===== src/rtl/chain_dump_pkg.sv =====
// Shared definitions for the shadow-chain dump collector: FSM state encoding,
// channel-index width helper and the FIFO entry layout {last, ch, data}.
package chain_dump_pkg;

    typedef enum logic [1:0] {
        ST_IDLE = 2'd0,
        ST_SEL  = 2'd1,
        ST_DUMP = 2'd2,
        ST_NEXT = 2'd3
    } state_t;

    // Width of a channel index; a single channel still gets one bit.
    function automatic int unsigned ch_width(input int unsigned num_ch);
        return (num_ch > 1) ? $clog2(num_ch) : 1;
    endfunction

    // FIFO entry = {last, ch[ch_w-1:0], data[word_w-1:0]}
    function automatic int unsigned entry_width(input int unsigned word_w,
                                                input int unsigned ch_w);
        return word_w + ch_w + 1;
    endfunction

endpackage


===== src/rtl/chain_dump_fifo.sv =====
// Synchronous FIFO for deserialized dump words. A push onto a full FIFO is
// dropped and flagged, except when a pop happens in the same cycle.
// Output data reads as zero while empty.
module chain_dump_fifo #(
    parameter int unsigned WIDTH = 39,
    parameter int unsigned DEPTH = 8
) (
    input  logic             clk_i,
    input  logic             rst_i,
    input  logic             push_i,
    input  logic [WIDTH-1:0] data_i,
    input  logic             pop_i,
    output logic [WIDTH-1:0] data_o,
    output logic             empty_o,
    output logic             drop_o
);

    localparam int unsigned AW = (DEPTH > 1) ? $clog2(DEPTH) : 1;

    logic [AW-1:0]    wr_q, wr_d, rd_q, rd_d;
    logic [AW:0]      cnt_q, cnt_d;
    logic [WIDTH-1:0] mem_q [DEPTH];
    logic             full, do_push, do_pop;

    assign full    = (cnt_q == (AW+1)'(DEPTH));
    assign empty_o = (cnt_q == '0);
    assign do_pop  = pop_i && !empty_o;
    assign do_push = push_i && (!full || do_pop);
    assign drop_o  = push_i && !do_push;
    assign data_o  = empty_o ? '0 : mem_q[rd_q];

    // Pointer and occupancy next-state.
    always_comb begin
        wr_d  = wr_q + AW'(do_push);
        rd_d  = rd_q + AW'(do_pop);
        cnt_d = cnt_q + (AW+1)'(do_push) - (AW+1)'(do_pop);
    end

    // Pointer and occupancy registers.
    always_ff @(posedge clk_i) begin
        if (rst_i) begin
            wr_q  <= '0;
            rd_q  <= '0;
            cnt_q <= '0;
        end else begin
            wr_q  <= wr_d;
            rd_q  <= rd_d;
            cnt_q <= cnt_d;
        end
    end

    // Storage write; contents need no reset since reads are gated by empty.
    always_ff @(posedge clk_i) begin
        if (do_push) mem_q[wr_q] <= data_i;
    end

endmodule


===== src/rtl/chain_dump_collector.sv =====
// Shadow-chain dump collector: sweeps dump_en across the masked chains,
// deserializes each chain's serial stream into WORD_W words (first bit in
// bit 0) and queues them for the host with a valid/ready handshake.
// Optional feature macro: DUMP_BITCNT_EN appends a per-channel bit-count
// trailer word carrying the last flag.
module chain_dump_collector
    import chain_dump_pkg::*;
#(
    parameter int unsigned NUM_CH     = 64,
    parameter int unsigned WORD_W     = 32,
    parameter int unsigned FIFO_DEPTH = 8,
    parameter int unsigned TO_CYCLES  = 1024
) (
    input  logic                          sh_clk,
    input  logic                          sh_rst,
    input  logic                          start,
    input  logic [NUM_CH-1:0]             ch_mask,
    output logic [NUM_CH-1:0]             dump_en,
    input  logic [NUM_CH-1:0]             ch_out,
    input  logic [NUM_CH-1:0]             ch_out_vld,
    input  logic [NUM_CH-1:0]             ch_out_done,
    output logic                          wd_vld,
    input  logic                          wd_rdy,
    output logic [WORD_W-1:0]             wd_data,
    output logic [ch_width(NUM_CH)-1:0]   wd_ch,
    output logic                          wd_last,
    output logic                          busy,
    output logic                          ovf_err,
    output logic                          to_err
);

    localparam int unsigned CH_W  = ch_width(NUM_CH);
    localparam int unsigned ENT_W = entry_width(WORD_W, CH_W);
    localparam int unsigned CW    = $clog2(WORD_W) + 1;
    localparam int unsigned TW    = $clog2(TO_CYCLES) + 1;
`ifdef DUMP_BITCNT_EN
    localparam bit BITCNT = 1'b1;
`else
    localparam bit BITCNT = 1'b0;
`endif

    state_t              state_q, state_d;
    logic [NUM_CH-1:0]   pend_q, pend_d;
    logic [CH_W-1:0]     ch_q, ch_d, pick;
    logic [WORD_W-1:0]   sh_q, sh_d, tot_q, tot_d, word;
    logic [CW-1:0]       cnt_q, cnt_d, cnt_n;
    logic [TW-1:0]       to_q, to_d;
    logic                pushed_q, pushed_d;
    logic                to_err_q, to_err_d, ovf_err_q;
    logic                bit_vld, bit_d, bit_done, full_word, idle, tmo, fin;
    logic                push, push_last, pop, fifo_empty, fifo_drop;
    logic [WORD_W-1:0]   push_data;
    logic [ENT_W-1:0]    rd_ent;

    assign bit_vld  = ch_out_vld[ch_q];
    assign bit_d    = ch_out[ch_q];
    assign bit_done = ch_out_done[ch_q];

    // FSM next state, channel picker, deserializer and timeout next-state.
    always_comb begin
        state_d   = state_q;
        pend_d    = pend_q;
        ch_d      = ch_q;
        sh_d      = sh_q;
        cnt_d     = cnt_q;
        tot_d     = tot_q;
        to_d      = to_q;
        pushed_d  = pushed_q;
        to_err_d  = to_err_q;
        push      = 1'b0;
        push_last = 1'b0;
        push_data = '0;
        dump_en   = '0;
        pick      = '0;
        word      = sh_q;
        cnt_n     = cnt_q;
        full_word = 1'b0;
        idle      = 1'b0;
        tmo       = 1'b0;
        fin       = 1'b0;

        for (int unsigned i = NUM_CH; i > 0; i--) begin
            if (pend_q[i-1]) pick = CH_W'(i-1);
        end

        case (state_q)
            ST_IDLE: begin
                if (start && !busy) begin
                    pend_d  = ch_mask;
                    state_d = ST_SEL;
                end
            end
            ST_SEL: begin
                if (pend_q == '0) begin
                    state_d = ST_IDLE;
                end else begin
                    ch_d         = pick;
                    pend_d[pick] = 1'b0;
                    sh_d         = '0;
                    cnt_d        = '0;
                    tot_d        = '0;
                    to_d         = '0;
                    pushed_d     = 1'b0;
                    state_d      = ST_DUMP;
                end
            end
            ST_DUMP: begin
                dump_en[ch_q] = 1'b1;
                // Capture the incoming bit before any done/timeout flush.
                for (int unsigned i = 0; i < WORD_W; i++) begin
                    if (bit_vld && cnt_q == CW'(i)) word[i] = bit_d;
                end
                cnt_n     = cnt_q + CW'(bit_vld);
                full_word = bit_vld && (cnt_q == CW'(WORD_W - 1));
                idle      = !bit_vld && !bit_done;
                tmo       = idle && (to_q == TW'(TO_CYCLES - 1));
                fin       = bit_done || tmo;
                to_d      = idle ? to_q + TW'(1) : '0;
                if (bit_vld && tot_q != '1) tot_d = tot_q + WORD_W'(1);
                if (tmo) to_err_d = 1'b1;
                sh_d  = word;
                cnt_d = cnt_n;
                if (full_word) begin
                    push      = 1'b1;
                    push_data = word;
                    push_last = fin && !BITCNT;
                    pushed_d  = 1'b1;
                    sh_d      = '0;
                    cnt_d     = '0;
                end else if (fin && (cnt_n != '0 || !pushed_q)) begin
                    // Partial word is already zero above cnt; an empty
                    // channel yields an all-zero word here.
                    push      = 1'b1;
                    push_data = word;
                    push_last = !BITCNT;
                    pushed_d  = 1'b1;
                end
                if (fin) state_d = ST_NEXT;
            end
            ST_NEXT: begin
                if (BITCNT) begin
                    push      = 1'b1;
                    push_data = tot_q;
                    push_last = 1'b1;
                end
                state_d = ST_SEL;
            end
            default: state_d = ST_IDLE;
        endcase
    end

    // FSM state register.
    always_ff @(posedge sh_clk) begin
        if (sh_rst) state_q <= ST_IDLE;
        else        state_q <= state_d;
    end

    // Datapath registers and sticky error flags.
    always_ff @(posedge sh_clk) begin
        if (sh_rst) begin
            pend_q    <= '0;
            ch_q      <= '0;
            sh_q      <= '0;
            cnt_q     <= '0;
            tot_q     <= '0;
            to_q      <= '0;
            pushed_q  <= 1'b0;
            to_err_q  <= 1'b0;
            ovf_err_q <= 1'b0;
        end else begin
            pend_q    <= pend_d;
            ch_q      <= ch_d;
            sh_q      <= sh_d;
            cnt_q     <= cnt_d;
            tot_q     <= tot_d;
            to_q      <= to_d;
            pushed_q  <= pushed_d;
            to_err_q  <= to_err_d;
            ovf_err_q <= ovf_err_q | fifo_drop;
        end
    end

    assign pop = wd_vld && wd_rdy;

    chain_dump_fifo #(
        .WIDTH (ENT_W),
        .DEPTH (FIFO_DEPTH)
    ) u_fifo (
        .clk_i   (sh_clk),
        .rst_i   (sh_rst),
        .push_i  (push),
        .data_i  ({push_last, ch_q, push_data}),
        .pop_i   (pop),
        .data_o  (rd_ent),
        .empty_o (fifo_empty),
        .drop_o  (fifo_drop)
    );

    assign wd_vld  = !fifo_empty;
    assign wd_data = rd_ent[WORD_W-1:0];
    assign wd_ch   = rd_ent[WORD_W +: CH_W];
    assign wd_last = rd_ent[ENT_W-1];
    assign busy    = (state_q != ST_IDLE) || !fifo_empty;
    assign ovf_err = ovf_err_q;
    assign to_err  = to_err_q;

endmodule


===== config.mk =====
export PLATFORM = sky130hd
export DESIGN_NAME = chain_dump_collector
export DESIGN_NICKNAME = d
export VERILOG_FILES = /design/src/rtl/chain_dump_pkg.sv /design/src/rtl/chain_dump_fifo.sv /design/src/rtl/chain_dump_collector.sv
export SDC_FILE = /design/constraint.sdc
export NUM_CORES = 1
export LEC_CHECK = 0
export BUFFER_PORTS_ARGS = -buffer_cell sky130_fd_sc_hd__buf_2
export CAP_MARGIN = 20
export CORE_MARGIN = 2
export CORE_UTILIZATION = 40
export CTS_CLUSTER_SIZE = 8
export DETAILED_ROUTE_END_ITERATION = 8
export RECOVER_POWER = 100
export SLEW_MARGIN = 40
export SYNTH_ARGS = -nofsm -noshare
export SYNTH_HDL_FRONTEND = slang
export SYNTH_SLANG_ARGS = --single-unit

===== constraint.sdc =====
create_clock -name sh_clk -period 24.4 [get_ports sh_clk]
set_clock_uncertainty 0.1 [all_clocks]
set_input_delay 0 -clock sh_clk [delete_from_list [all_inputs] [get_ports sh_clk]]
set_output_delay 0 -clock sh_clk [all_outputs]
set_load 0.01 [all_outputs]

==> impl_metrics.sql, run 1 <==
INSERT INTO impl_metrics (metric_group, metric, value, unit) VALUES
('cts', 'post_cts_hold_buffer_count', '80', ''),
('worst_setup_path', 'timing.critical_path.arrival', '11.99', 'ns'),
('die', 'std_cell_rows', '86', ''),
('die', 'coreArea', '54800', 'um2'),
('layout', 'num-nets-final', '2522', ''),
('timing', 'finalWorstPathRequiredPeriod', '11.96', 'ns'),
('route', 'final_antenna_net_count', '0', ''),
('yosys', 'synth-seq-cells', '446', ''),
('layout', 'layout.cells.most_common', 'edfxtp_1', ''),
('worst_setup_path', 'setup.worst_path.end_class', 'register', ''),
('timing', 'rsz0062_at_grt', 'false', ''),
('run_status', 'outcome', 'finished, violations left', ''),
('die', 'dieHeight', '239', 'um'),
('yosys', 'yosysSeqAreaShare', '54.6', '%'),
('worst_setup_path', 'critPathMaxFanout', '67', ''),
('die', 'floorplan.initialDensity', '40.3', '%'),
('timing', 'fmaxAchievable', '83.6', 'MHz'),
('worst_setup_path', 'critical_path.reg2reg.endpoint', 'u_fifo.mem_q[3][15]', ''),
('route', 'avgViaCountPerCell', '5.82', ''),
('power', 'power_frac_comb', '44.6', '%'),
('cts', 'post_cts_buffers', '0', ''),
('layout', 'filler_cell_count', '4955', ''),
('hold_path', 'worstHoldStart', 'ch_mask[13]', ''),
('yosys', 'syn-num-nets', '2115', ''),
('layout', 'layout.area.seq', '12100', 'um2'),
('yosys', 'netlist.area_leader.share', '42.5', '%'),
('cts', 'cts-htree-levels', '2', ''),
('yosys', 'synthesis.instances', '1837', ''),
('yosys', 'yosys_most_used_dff', 'edfxtp_1', ''),
('timing', 'final_hold_viol_count', '0', ''),
('flow_run', 'drv_cap', '15', ''),
('power', 'switching_share', '41.0', '%'),
('grt', 'total_grt_overflow', '0', ''),
('die', 'chipWidth', '239', 'um'),
('layout', 'multi_input_area', '9200', 'um2'),
('yosys', 'ys.warnings.count', '0', ''),
('power', 'total_leakage_power', '8.84', 'nW'),
('power', 'power.switching', '1.27', 'mW'),
('power', 'seq_power_share', '30.2', '%'),
('grt', 'grt_start_max_net_pins', '84', ''),
('worst_setup_path', 'reg2reg_depth', '16', ''),
('die', 'ios', '367', ''),
('cts', 'numClockSinks', '446', ''),
('worst_setup_path', 'r2r_setup_slack', '12.44', 'ns'),
('grt', 'first_pass_grt_wire_length', '105', 'mm'),
('route', 'drc_errors', '0', ''),
('worst_setup_path', 'kind_of_critical_path', 'reg -> reg', ''),
('power', 'vdd_drop_max', '83.1', 'uV'),
('route', 'routed_wl', '68.6', 'mm'),
('cts', 'ctsResizeCount', '0', ''),
('layout', 'layout-area-overhead-vs-synth', '21.3', '%'),
('timing', 'fin_crit_sh', '49.0', '%'),
('layout', 'drive_gt1_share', '20.4', '%'),
('timing', 'totalNegativeSetupSlack', '0', 'ns'),
('hold_path', 'min_delay_worst_endpoint', 'pend_q[13]', ''),
('yosys', 'number_of_flops_mapped_to_enable_cells_by_yosys', '312', ''),
('grt', 'first_global_vias', '17500', ''),
('yosys', 'synth_area', '22100', 'um2'),
('grt', 'grt_use_total', '23.9', '%'),
('route', 'routed-via-count', '17500', ''),
('hold_path', 'worstHoldPathType', 'in -> reg', ''),
('die', 'floorplan.die_area', '57000', 'um2'),
('cts', 'clk_latency', '0.61', 'ns'),
('cts', 'clock_tree.buffer_depth', '3', ''),
('timing', 'slew_violations', '654', ''),
('run_status', 'violations_in_the_final_reports', 'capacitance limit, slew limit', ''),
('yosys', 'synth_cell_type_count', '91', ''),
('cts', 'clock_tree_from_tritoncts', 'built', ''),
('grt', 'grt_antenna_before_repair', '3', ''),
('route', 'wire_per_inst', '22.9', 'um'),
('place', 'buffer_ports.inserted', '366', '');
## cell usage after synthesis (all sizes together), types with 17 or more instances
cell type and count:
mux4 97, dfxtp 134, mux2i 93, edfxtp 312
ha 17, a21oi 101, nor4 31, nor2b 28
a22o 27, o21ai 67, nand2 124, or4 17
a22oi 18, clkbuf 70, nor3 53, buf 59
nor2 212, nand3 44, nand2b 22, inv 44
a311oi 29
## routing by layer
| metal | vias up | share of wire, % | wire [um] | global-route usage (%) |
|---|---|---|---|---|
| li1 | 7962 | - | - | - |
| met1 | 8754 | 44 | 30500 | 33.7 |
| met2 | 635 | 48 | 32700 | 39.0 |
| met3 | 105 | 6.1 | 4160 | 3.55 |
| met4 | 0 | 1.9 | 1330 | 5.51 |
| met5 | - | 0 | 0 | 0 |
## registers in the layout, indices dropped and copies added, names as in the netlist
| signal | count |
|---|---|
| pend_q | 64 |
| u_fifo.mem_q | 312 |
| sh_q | 32 |
| to_err | 1 |
| u_fifo.wr_q | 3 |
| u_fifo.cnt_q | 4 |
| state_q | 2 |
| cnt_q | 6 |
| pushed_q | 1 |
| u_fifo.rd_q | 3 |
| ch_q | 6 |
| ovf_err | 1 |
| to_q | 11 |
## cells by family (layout without fill, tap and decap cells)
family	Yosys count	after routing	synth area share (%)
flops	446	446	54.6
simple gates	601	601	13.3
mux	199	199	14.6
buf+inv	173	628	3.49
xor+xnor	6	6	0.238
compound gates	394	394	12.6
other cells	0	4	0
fa+ha+maj	18	18	1.06
## critical path: stages, from the launching register on
cell,delay (ns)
dfxtp_1,0.32
clkbuf_1,2.31
inv_1,1.21
mux4_2,0.66
a21oi_1,0.08
a21oi_1,0.19
and3_1,1.16
inv_1,0.21
ha_1,0.30
and3_1,0.20
mux2_2,0.22
mux2i_1,0.07
a32oi_1,0.28
o21ai_0,0.25
clkbuf_1,1.00
nor4b_1,0.63
clkbuf_1,2.19
## worst max-delay path by stage
stage / startpoint / endpoint / slack (ns) / cells after the start
after floorplan: ch_q[0] / u_fifo.mem_q[5][0] / 16.58 / 15
after global placement: ch_q[0] / u_fifo.mem_q[1][4] / 18.56 / 15
after detailed placement: ch_q[2] / u_fifo.cnt_q[3] / 18.43 / 20
after CTS: ch_q[2] / u_fifo.cnt_q[3] / 18.39 / 20
after global routing: ch_q[0] / u_fifo.mem_q[3][26] / 11.48 / 16
final: ch_q[0] / u_fifo.mem_q[3][15] / 12.44 / 16
## cell type report
| type | instances | area share (%) |
|---|---|---|
| clock inverters | 2 | 0.187 |
| well taps | 704 | 3.29 |
| repair buffers | 473 | 9.96 |
| clock buffers | 109 | 6.46 |
| inverters | 44 | 0.617 |
| flip-flops and latches | 446 | 45.1 |
| diodes | 4 | 0.0374 |
| multi-input cells | 1218 | 34.4 |
## through the flow
step | utilization [%] | cell area, um2 | worst slack, ns | std cells
6_report | 48.9 | 26800 | 12.44 | 3000
5_1_grt | 48.9 | 26800 | 11.48 | 2999
4_1_cts | 49.4 | 27100 | 18.39 | 2996
3_5_place_dp | 44.7 | 24500 | 18.43 | 2805
3_3_place_gp | 44.6 | 24400 | 18.56 | 2803
2_1_floorplan | - | 22100 | 16.58 | 1837
## power groups by stage
stage,clock network [mW],registers [mW],logic (mW)
after floorplan,0,0.907,0.989
final,0.781,0.934,1.38
after global routing,0.830,0.943,1.49
after detailed placement,0,0.946,1.36
after CTS,0.795,0.931,1.39
after global placement,0,0.953,1.33
(Power assumes the default switching activity.)
==> run 2: changes to the inputs <==
--- a/config.mk
+++ b/config.mk
@@ -5,6 +5,7 @@
 export SDC_FILE = /design/constraint.sdc
 export NUM_CORES = 1
 export LEC_CHECK = 0
+export ABC_AREA = 1
 export BUFFER_PORTS_ARGS = -buffer_cell sky130_fd_sc_hd__buf_2
 export CAP_MARGIN = 20
 export CORE_MARGIN = 2
==> constraint.sdc (replaced) <==
create_clock -name sh_clk -period 10.7 [get_ports sh_clk]
set_clock_uncertainty 0.1 [all_clocks]
set_input_delay 0 -clock sh_clk [delete_from_list [all_inputs] [get_ports sh_clk]]
set_output_delay 0 -clock sh_clk [all_outputs]
set_load 0.01 [all_outputs]
==> run 2 against run 1 <==
The flow still finishes with violations (capacitance limit, slew limit). Setup slack lost 9.8 ns. First-iteration DRC count up 19%. Total power is 110% higher. Utilization rose by 0.42 points. Critical path depth increased by 7. Combinational power rose by 92%. Count of clock-buffer cells in the layout increased by 2. Sequential cell count stayed put. Synthesized area is 0.94% lower. Die area is 0.92% lower. Largest cell class unchanged. Largest power group unchanged.
==> impl_metrics.sql, run 2 <==
INSERT INTO impl_metrics (metric_group, metric, value, unit) VALUES
('cts', 'numClockSinks', '446', ''),
('yosys', 'netlist.area_leader.share', '42.9', '%'),
('worst_setup_path', 'worst_ep_required_time', '10.80', 'ns'),
('yosys', 'synthTopCellsByCount', 'nor2_1, nand2_1, edfxtp_1, o21ai_0, inv_1', ''),
('worst_setup_path', 'critPathMaxFanout', '33', ''),
('place', 'gp_congestion', '0.963', ''),
('route', 'drt_iter0_markers', '1641', ''),
('worst_setup_path', 'cpPeakStageDelay', '1.09', 'ns'),
('worst_setup_path', 'reg2reg_depth', '23', ''),
('layout', 'layout-area-overhead-vs-synth', '21.6', '%'),
('timing', 'totalNegativeSetupSlack', '0', 'ns'),
('worst_setup_path', 'r2r_setup_slack', '2.60', 'ns'),
('yosys', 'synth_xor_area_share', '0.321', '%'),
('layout', 'commonest_cells_after_routing_fill_and_taps_aside', 'nor2_1, nand2_1, edfxtp_1', ''),
('route', 'detailroute.wirelength.met3', '4.53', 'mm'),
('timing', 'worst_slew_pin_slew', '4.19', 'ns'),
('flow_run', 'drv_cap', '5', ''),
('worst_setup_path', 'cp_num_cells', '23', ''),
('yosys', 'netlist.top_cell.by_area', 'edfxtp_1', ''),
('worst_setup_path', 'critical_path.reg2reg.endpoint', 'u_fifo.mem_q[3][30]', ''),
('yosys', 'synthArstFlopShare', '0', '%'),
('die', 'std_cell_rows', '85', ''),
('worst_setup_path', 'timing.rr.start', 'ch_q[0]', ''),
('yosys', 'yosys-top-cells-area', 'edfxtp_1, dfxtp_1, nor2_1', ''),
('timing', 'rsz0062_at_grt', 'false', ''),
('yosys', 'ys.warnings.count', '0', ''),
('cts', 'number_of_clock_buffers_inserted_by_tritoncts', '61', ''),
('timing', 'timing.final.ws_setup', '2.60', 'ns'),
('layout', 'biggestRegsByFlops', 'u_fifo.mem_q x312, pend_q x64, sh_q x32', ''),
('yosys', 'post_synth_and_or_nand_nor_area_fraction', '18.9', '%'),
('cts', 'clk_root_buffer_cell', 'clkbuf_16', ''),
('worst_setup_path', 'setup.worst_path.start', 'ch_q[0]', ''),
('grt', 'total_grt_overflow', '0', ''),
('grt', 'grt_antenna_before_repair', '4', ''),
('timing', 'finalWorstPathRequiredPeriod', '8.10', 'ns'),
('cts', 'cts-htree-levels', '2', ''),
('worst_setup_path', 'setup.worst_path.end', 'u_fifo.mem_q[3][30]', ''),
('yosys', 'yosys_most_used_dff', 'edfxtp_1', ''),
('grt', 'first_pass_grt_wire_length', '112', 'mm'),
('layout', 'num-nets-final', '3197', ''),
('route', 'final_antenna_net_count', '0', ''),
('route', 'top_layer', 'met5', ''),
('die', 'floorplan.initialDensity', '40.5', '%'),
('worst_setup_path', 'crit_family', 'buffers and inverters', ''),
('layout', 'layout.cells.most_common', 'nor2_1', ''),
('yosys', 'synth_cell_type_count', '40', ''),
('route', 'drc_errors', '0', ''),
('timing', 'final_hold_viol_count', '0', ''),
('route', 'route.layer.met1.wl', '29.9', 'mm'),
('place', 'dp.final_hpwl', '47.8', 'mm'),
('route', 'wire_per_inst', '19.8', 'um'),
('timing', 'fin_crit_sh', '75.7', '%'),
('yosys', 'synth_most_common_cell', 'nor2_1', ''),
('worst_setup_path', 'crit_slowest_cell', 'clkbuf_1', ''),
('cts', 'clk_latency', '0.61', 'ns'),
('die', 'chipWidth', '238', 'um'),
('worst_setup_path', 'worstSetupStartpointType', 'register', ''),
('layout', 'largest_register', 'u_fifo.mem_q', ''),
('yosys', 'synthesized_area_fraction_occupied_by_adder_cells', '1.07', '%'),
('die', 'ios', '367', ''),
('route', 'drt_first_pass_iters', '6', ''),
('worst_setup_path', 'setup.worst_path.end_class', 'register', ''),
('cts', 'clock_tree.buffer_depth', '3', ''),
('yosys', 'synth_top_family_by_area', 'simple AND/OR/NAND/NOR gates', ''),
('timing', 'timing.hold.ws', '0.0284', 'ns'),
('grt', 'grt_use_total', '25.2', '%'),
('worst_setup_path', 'critical_path.n_buffers_inverters', '5', ''),
('place', 'placedInstanceArea', '24400', 'um2'),
('yosys', 'yosysSeqAreaShare', '55.2', '%'),
('route', 'avgViaCountPerCell', '5.45', ''),
('run_status', 'violations_in_the_final_reports', 'capacitance limit, slew limit', ''),
('die', 'coreArea', '53900', 'um2'),
('worst_setup_path', 'crit_chain', 'nor3_1, clkbuf_1, a22o_1, a221oi_1, nand4_1, a22o_1, nor4_1, clkbuf_1, inv_1, ha_1, ha_1, nand3_1, xor2_1, nor3_1, nand2_1, nand2_1, o21ai_0, nand2_1, clkbuf_1, nor2_1, nand2_1, nor2_4, clkbuf_1', ''),
('timing', 'slew_violations', '302', ''),
('place', 'preCtsSetupSlack', '4.39', 'ns'),
('yosys', 'synthesis.instances', '2537', ''),
('grt', 'grt_start_max_net_pins', '105', ''),
('worst_setup_path', 'timing.critical_path.arrival', '8.20', 'ns'),
('cts', 'clock_tree_from_tritoncts', 'built', ''),
('power', 'power_per_cell_area', '249', 'nW/um2'),
('die', 'dieHeight', '238', 'um'),
('power', 'vdd_drop_max', '167', 'uV'),
('place', 'buffer_ports.inserted', '366', ''),
('yosys', 'multiplexer_fraction_of_the_synthesized_cell_area', '0', '%'),
('layout', 'largest_register_ffs', '312', ''),
('route', 'detailroute.wirelength.met2', '35.8', 'mm'),
('worst_setup_path', 'kind_of_critical_path', 'reg -> reg', ''),
('yosys', 'synth_area', '21800', 'um2'),
('route', 'routed_wl', '72.5', 'mm'),
('layout', 'drive_gt1_share', '14.0', '%'),
('route', 'routed-via-count', '20000', ''),
('layout', 'post_route_standard_cell_area_excluding_fillers', '26600', 'um2'),
('yosys', 'synth-seq-cells', '446', ''),
('cts', 'clkSlewWorstSetupHoldPaths', '0.05', 'ns'),
('timing', 'setup_violations', '0', ''),
('power', 'total_leakage_power', '9.91', 'nW'),
('layout', 'finish.utilization', '49.3', '%'),
('cts', 'post_cts_buffers', '0', ''),
('yosys', 'syn-num-nets', '2815', ''),
('grt', 'first_global_vias', '19600', ''),
('yosys', 'synth_compound_area_share', '18.2', '%'),
('hold_path', 'worstHoldPathType', 'in -> reg', ''),
('yosys', 'syn_area_per_cell', '8.61', 'um2'),
('die', 'floorplan.die_area', '56500', 'um2'),
('timing', 'fmaxAchievable', '124', 'MHz'),
('timing', 'slew_headroom', '-179', '%'),
('run_status', 'outcome', 'finished, violations left', ''),
('yosys', 'number_of_flops_mapped_to_enable_cells_by_yosys', '312', '');
-- run 2: cell types whose count changed after synthesis, sizes merged, moves of 57 or more --
cell	change
a21oi	+91
clkbuf	+57
inv	+168
mux2i	-93
mux4	-97
nand2	+262
nor2	+290
o21ai	+208
o22ai	+60
-- run 2: how the worst min path moves through the flow --
stage	start	endpoint	slack, ns	cells after the start
2_1_floorplan	ch_mask[11]	pend_q[11]	0.1	2
3_3_place_gp	ch_mask[29]	pend_q[29]	0.19	3
3_5_place_dp	ch_mask[29]	pend_q[29]	0.20	3
4_1_cts	wd_rdy	u_fifo.rd_q[0]	0.01	6
5_1_grt	wd_rdy	u_fifo.rd_q[0]	0.07	6
6_report	wd_rdy	u_fifo.rd_q[0]	0.03	6
-- run 2: cell type report --
type	instances	area (um2)
clock buffers	111	1760
diodes	1	2.50
multi-input cells	1730	8480
flip-flops and latches	446	12100
inverters	214	810
repair buffers	466	2590
clock inverters	1	8.76
well taps	696	871
fillers	5072	27400
-- run 2: where the power goes --
group          leakage, nW  switching (mW)  internal (mW)
clock                0.838           0.707           1.09
combinational         5.42            1.88          0.770
sequential            3.65           0.165           2.01
-- run 2: worst reg2reg max path, stage by stage (launching register included) --
cell      delay (ns)
dfxtp_1         0.58
nor3_1          0.13
clkbuf_1        0.45
a22o_1          0.36
a221oi_1        0.28
nand4_1         0.20
a22o_1          0.22
nor4_1          0.32
clkbuf_1        0.33
inv_1           0.27
ha_1            0.28
ha_1            0.22
nand3_1         0.11
xor2_1          0.19
nor3_1          0.08
nand2_1         0.06
nand2_1         0.06
o21ai_0         0.13
nand2_1         0.08
clkbuf_1        0.61
nor2_1          0.54
nand2_1         0.32
nor2_4          0.65
clkbuf_1        1.09
-- run 2: repair_timing --
| item | CTS | global route |
|---|---|---|
| resized for setup | 0 | 0 |
| hold buffers | 66 | 0 |
| hold endpoints to repair | 115 | 0 |
-- run 2: metal layers --
layer | vias to the layer above | GRT usage [%]
met5 | - | 0
met4 | 4 | 8.46
met3 | 139 | 3.29
met2 | 828 | 43.6
met1 | 9470 | 32.4
li1 | 9549 | -
-- run 2: kinds of logic (layout without fill, tap and decap cells) --
family | Yosys count | count (layout)
and+or+nand+nor | 1027 | 1027
AOI/OAI and AO/OA | 677 | 677
DFF | 446 | 446
buffers and inverters | 361 | 792
adders and majority gates | 18 | 18
xor gates and xnor gates | 8 | 8
other | 0 | 1
-- run 2: metrics by stage --
stage | power [mW] | std cells
floorplan | 3.95 | 2537
global placement | 4.81 | 3486
detailed placement | 4.85 | 3486
CTS | 6.67 | 3664
global route | 7.05 | 3664
finish | 6.62 | 3665
==> run 3: changes to the inputs <==
==> constraint.sdc (replaced) <==
create_clock -name sh_clk -period 7.8 [get_ports sh_clk]
set_clock_uncertainty 0.1 [all_clocks]
set_input_delay 0 -clock sh_clk [delete_from_list [all_inputs] [get_ports sh_clk]]
set_output_delay 0 -clock sh_clk [all_outputs]
set_load 0.01 [all_outputs]
==> run 3 against run 2 <==
The run still ends with capacitance limit, slew limit left. Hold slack improved by 0.074 ns. Sequential share of layout area fell by 0.48 points. Setup slack got worse by 1.3 ns. Non-clock buffer count rose by 17. Final area rose by 1.1%. Register-to-register slack got worse by 1.3 ns. Utilization rose by 0.52 points. Total power rose by 36%. Critical endpoint is now u_fifo.mem_q[6][5].
==> impl_metrics.sql, run 3 (synthesis results as in run 2) <==
INSERT INTO impl_metrics (metric_group, metric, value, unit) VALUES
('die', 'std_cell_rows', '85', ''),
('worst_setup_path', 'crit_slowest_cell', 'nor3_1', ''),
('layout', 'drive_gt1_share', '14.0', '%'),
('place', 'placedInstanceArea', '24700', 'um2'),
('timing', 'timing.final.ws_setup', '1.35', 'ns'),
('route', 'drt_iter0_markers', '1576', ''),
('route', 'wire_per_inst', '20.0', 'um'),
('die', 'floorplan.die_area', '56500', 'um2'),
('layout', 'num-nets-final', '3214', ''),
('flow_run', 'drv_cap', '3', ''),
('cts', 'clkSlewWorstSetupHoldPaths', '0.05', 'ns'),
('cts', 'clock_tree.buffer_depth', '3', ''),
('worst_setup_path', 'timing.critical_path.arrival', '6.64', 'ns'),
('timing', 'setup_violations', '0', ''),
('grt', 'grt_start_max_net_pins', '103', ''),
('layout', 'layout.cells.most_common', 'nor2_1', ''),
('timing', 'rsz0062_at_grt', 'false', ''),
('worst_setup_path', 'critPathMaxFanout', '14', ''),
('layout', 'largest_register_ffs', '312', ''),
('run_status', 'outcome', 'finished, violations left', ''),
('die', 'chipWidth', '238', 'um'),
('layout', 'biggestRegsByFlops', 'u_fifo.mem_q x312, pend_q x64, sh_q x32', ''),
('cts', 'numClockSinks', '446', ''),
('power', 'total_leakage_power', '10.1', 'nW'),
('timing', 'totalNegativeSetupSlack', '0', 'ns'),
('timing', 'finalWorstPathRequiredPeriod', '6.45', 'ns'),
('layout', 'post_route_standard_cell_area_excluding_fillers', '26900', 'um2'),
('die', 'dieHeight', '238', 'um'),
('hold_path', 'min_delay_worst_endpoint', 'pend_q[35]', ''),
('power', 'p_int', '5.23', 'mW'),
('cts', 'clk_root_buffer_cell', 'clkbuf_16', ''),
('layout', 'layout-area-overhead-vs-synth', '22.9', '%'),
('power', 'vdd_drop_max', '274', 'uV'),
('layout', 'largest_register', 'u_fifo.mem_q', ''),
('timing', 'fmaxAchievable', '155', 'MHz'),
('power', 'power.switching', '3.78', 'mW'),
('worst_setup_path', 'critical_path.reg2reg.endpoint', 'u_fifo.mem_q[6][5]', ''),
('run_status', 'violations_in_the_final_reports', 'capacitance limit, slew limit', ''),
('grt', 'first_global_vias', '19700', ''),
('worst_setup_path', 'reg2reg_depth', '25', ''),
('cts', 'clk_latency', '0.62', 'ns'),
('timing', 'slew_headroom', '-64.9', '%'),
('route', 'routed-via-count', '20000', ''),
('die', 'coreArea', '53900', 'um2'),
('worst_setup_path', 'timing.critical_path.mode_cell', 'nand2_1', ''),
('worst_setup_path', 'worst_ep_required_time', '7.99', 'ns'),
('timing', 'timing.hold.ws', '0.102', 'ns'),
('power', 'seq_power_share', '32.5', '%'),
('grt', 'first_pass_grt_wire_length', '112', 'mm'),
('grt', 'grt_antenna_before_repair', '14', ''),
('cts', 'number_of_clock_buffers_inserted_by_tritoncts', '61', ''),
('worst_setup_path', 'setup.worst_path.end_class', 'register', ''),
('hold_path', 'worstHoldStart', 'ch_mask[35]', ''),
('cts', 'clock_tree_from_tritoncts', 'built', ''),
('place', 'buffer_ports.inserted', '366', ''),
('layout', 'commonest_cells_after_routing_fill_and_taps_aside', 'nor2_1, nand2_1, edfxtp_1', ''),
('timing', 'slew_violations', '76', ''),
('timing', 'final_hold_viol_count', '0', ''),
('hold_path', 'min_path_cells', '4', ''),
('worst_setup_path', 'kind_of_critical_path', 'reg -> reg', ''),
('worst_setup_path', 'r2r_setup_slack', '1.35', 'ns'),
('power', 'power_per_cell_area', '336', 'nW/um2'),
('timing', 'fin_crit_sh', '82.6', '%'),
('die', 'floorplan.initialDensity', '40.5', '%'),
('route', 'avgViaCountPerCell', '5.42', ''),
('place', 'dp.final_hpwl', '49.7', 'mm'),
('power', 'power_frac_comb', '40.7', '%'),
('grt', 'grt_use_total', '25.5', '%'),
('cts', 'cts-htree-levels', '2', ''),
('power', 'clockPowerShare', '26.8', '%'),
('route', 'drt_first_pass_iters', '5', ''),
('worst_setup_path', 'worstSetupStartpointType', 'register', ''),
('route', 'drc_errors', '0', ''),
('worst_setup_path', 'timing.rr.start', 'ch_q[0]', ''),
('die', 'ios', '367', ''),
('timing', 'worst_slew_pin_slew', '2.47', 'ns'),
('grt', 'total_grt_overflow', '0', ''),
('power', 'switching_share', '42.0', '%'),
('worst_setup_path', 'cpPeakStageDelay', '1.19', 'ns'),
('place', 'gp_congestion', '0.946', ''),
('place', 'preCtsSetupSlack', '1.83', 'ns'),
('route', 'routed_wl', '73.6', 'mm'),
('cts', 'post_cts_buffers', '0', ''),
('hold_path', 'worstHoldPathType', 'in -> reg', ''),
('route', 'final_antenna_net_count', '0', '');
[run 3: power groups by stage]
| stage | logic [mW] | registers, mW | clock network, mW |
|---|---|---|---|
| floorplan | 2.50 | 2.91 | 0 |
| global placement | 3.65 | 2.97 | 0 |
| detailed placement | 3.72 | 2.98 | 0 |
| CTS | 3.76 | 2.93 | 2.45 |
| global route | 4.08 | 2.96 | 2.56 |
| finish | 3.66 | 2.93 | 2.42 |
[run 3: what timing repair did]
item                      in CTS  in global routing
hold buffers                  67                  0
resized for setup              0                  0
hold endpoints to repair     123                  0
[run 3: worst max-delay path by stage]
stage	start	endpoint	cells after the start
2_1_floorplan	ch_q[1]	u_fifo.mem_q[0][0]	21
3_3_place_gp	ch_q[1]	u_fifo.mem_q[2][25]	22
3_5_place_dp	ch_q[1]	u_fifo.mem_q[0][23]	24
4_1_cts	ch_q[1]	u_fifo.mem_q[0][28]	24
5_1_grt	ch_q[1]	u_fifo.mem_q[6][15]	25
6_report	ch_q[0]	u_fifo.mem_q[6][5]	25
[run 3: through the flow]
step           instances  power (mW)  utilization, %
2_1_floorplan       2537        5.42               -
6_report            3685        9.01            49.8
5_1_grt             3683        9.60            49.8
3_5_place_dp        3502        6.69            45.8
3_3_place_gp        3489        6.61            45.2
4_1_cts             3676        9.14            50.2
[run 3: final cells by class]
class / instances / area (um2)
Antenna cell: 9 / 22.5
Clock buffer: 105 / 1690
Clock inverter: 2 / 17.5
Fill cell: 5114 / 27100
Inverter: 214 / 808
Multi-Input combinational cell: 1730 / 8410
Sequential cell: 446 / 12100
Tap cell: 696 / 871
Timing Repair Buffer: 483 / 2970
[run 3: worst max-delay path, delay by kind of cell, from the launching register on]
kind	cells	cell delay (ns)
compound gates	3	0.37
flops	1	0.59
fa+ha+maj	1	0.24
buf+inv	7	1.61
xor+xnor	1	0.19
simple gates	13	3.03
[run 3: metal layers]
layer / routed length, um / global-route usage (%)
met1: 30100 / 32.2
met2: 34900 / 42.1
met3: 5320 / 5.17
met4: 3270 / 11.8
met5: 21 / 0
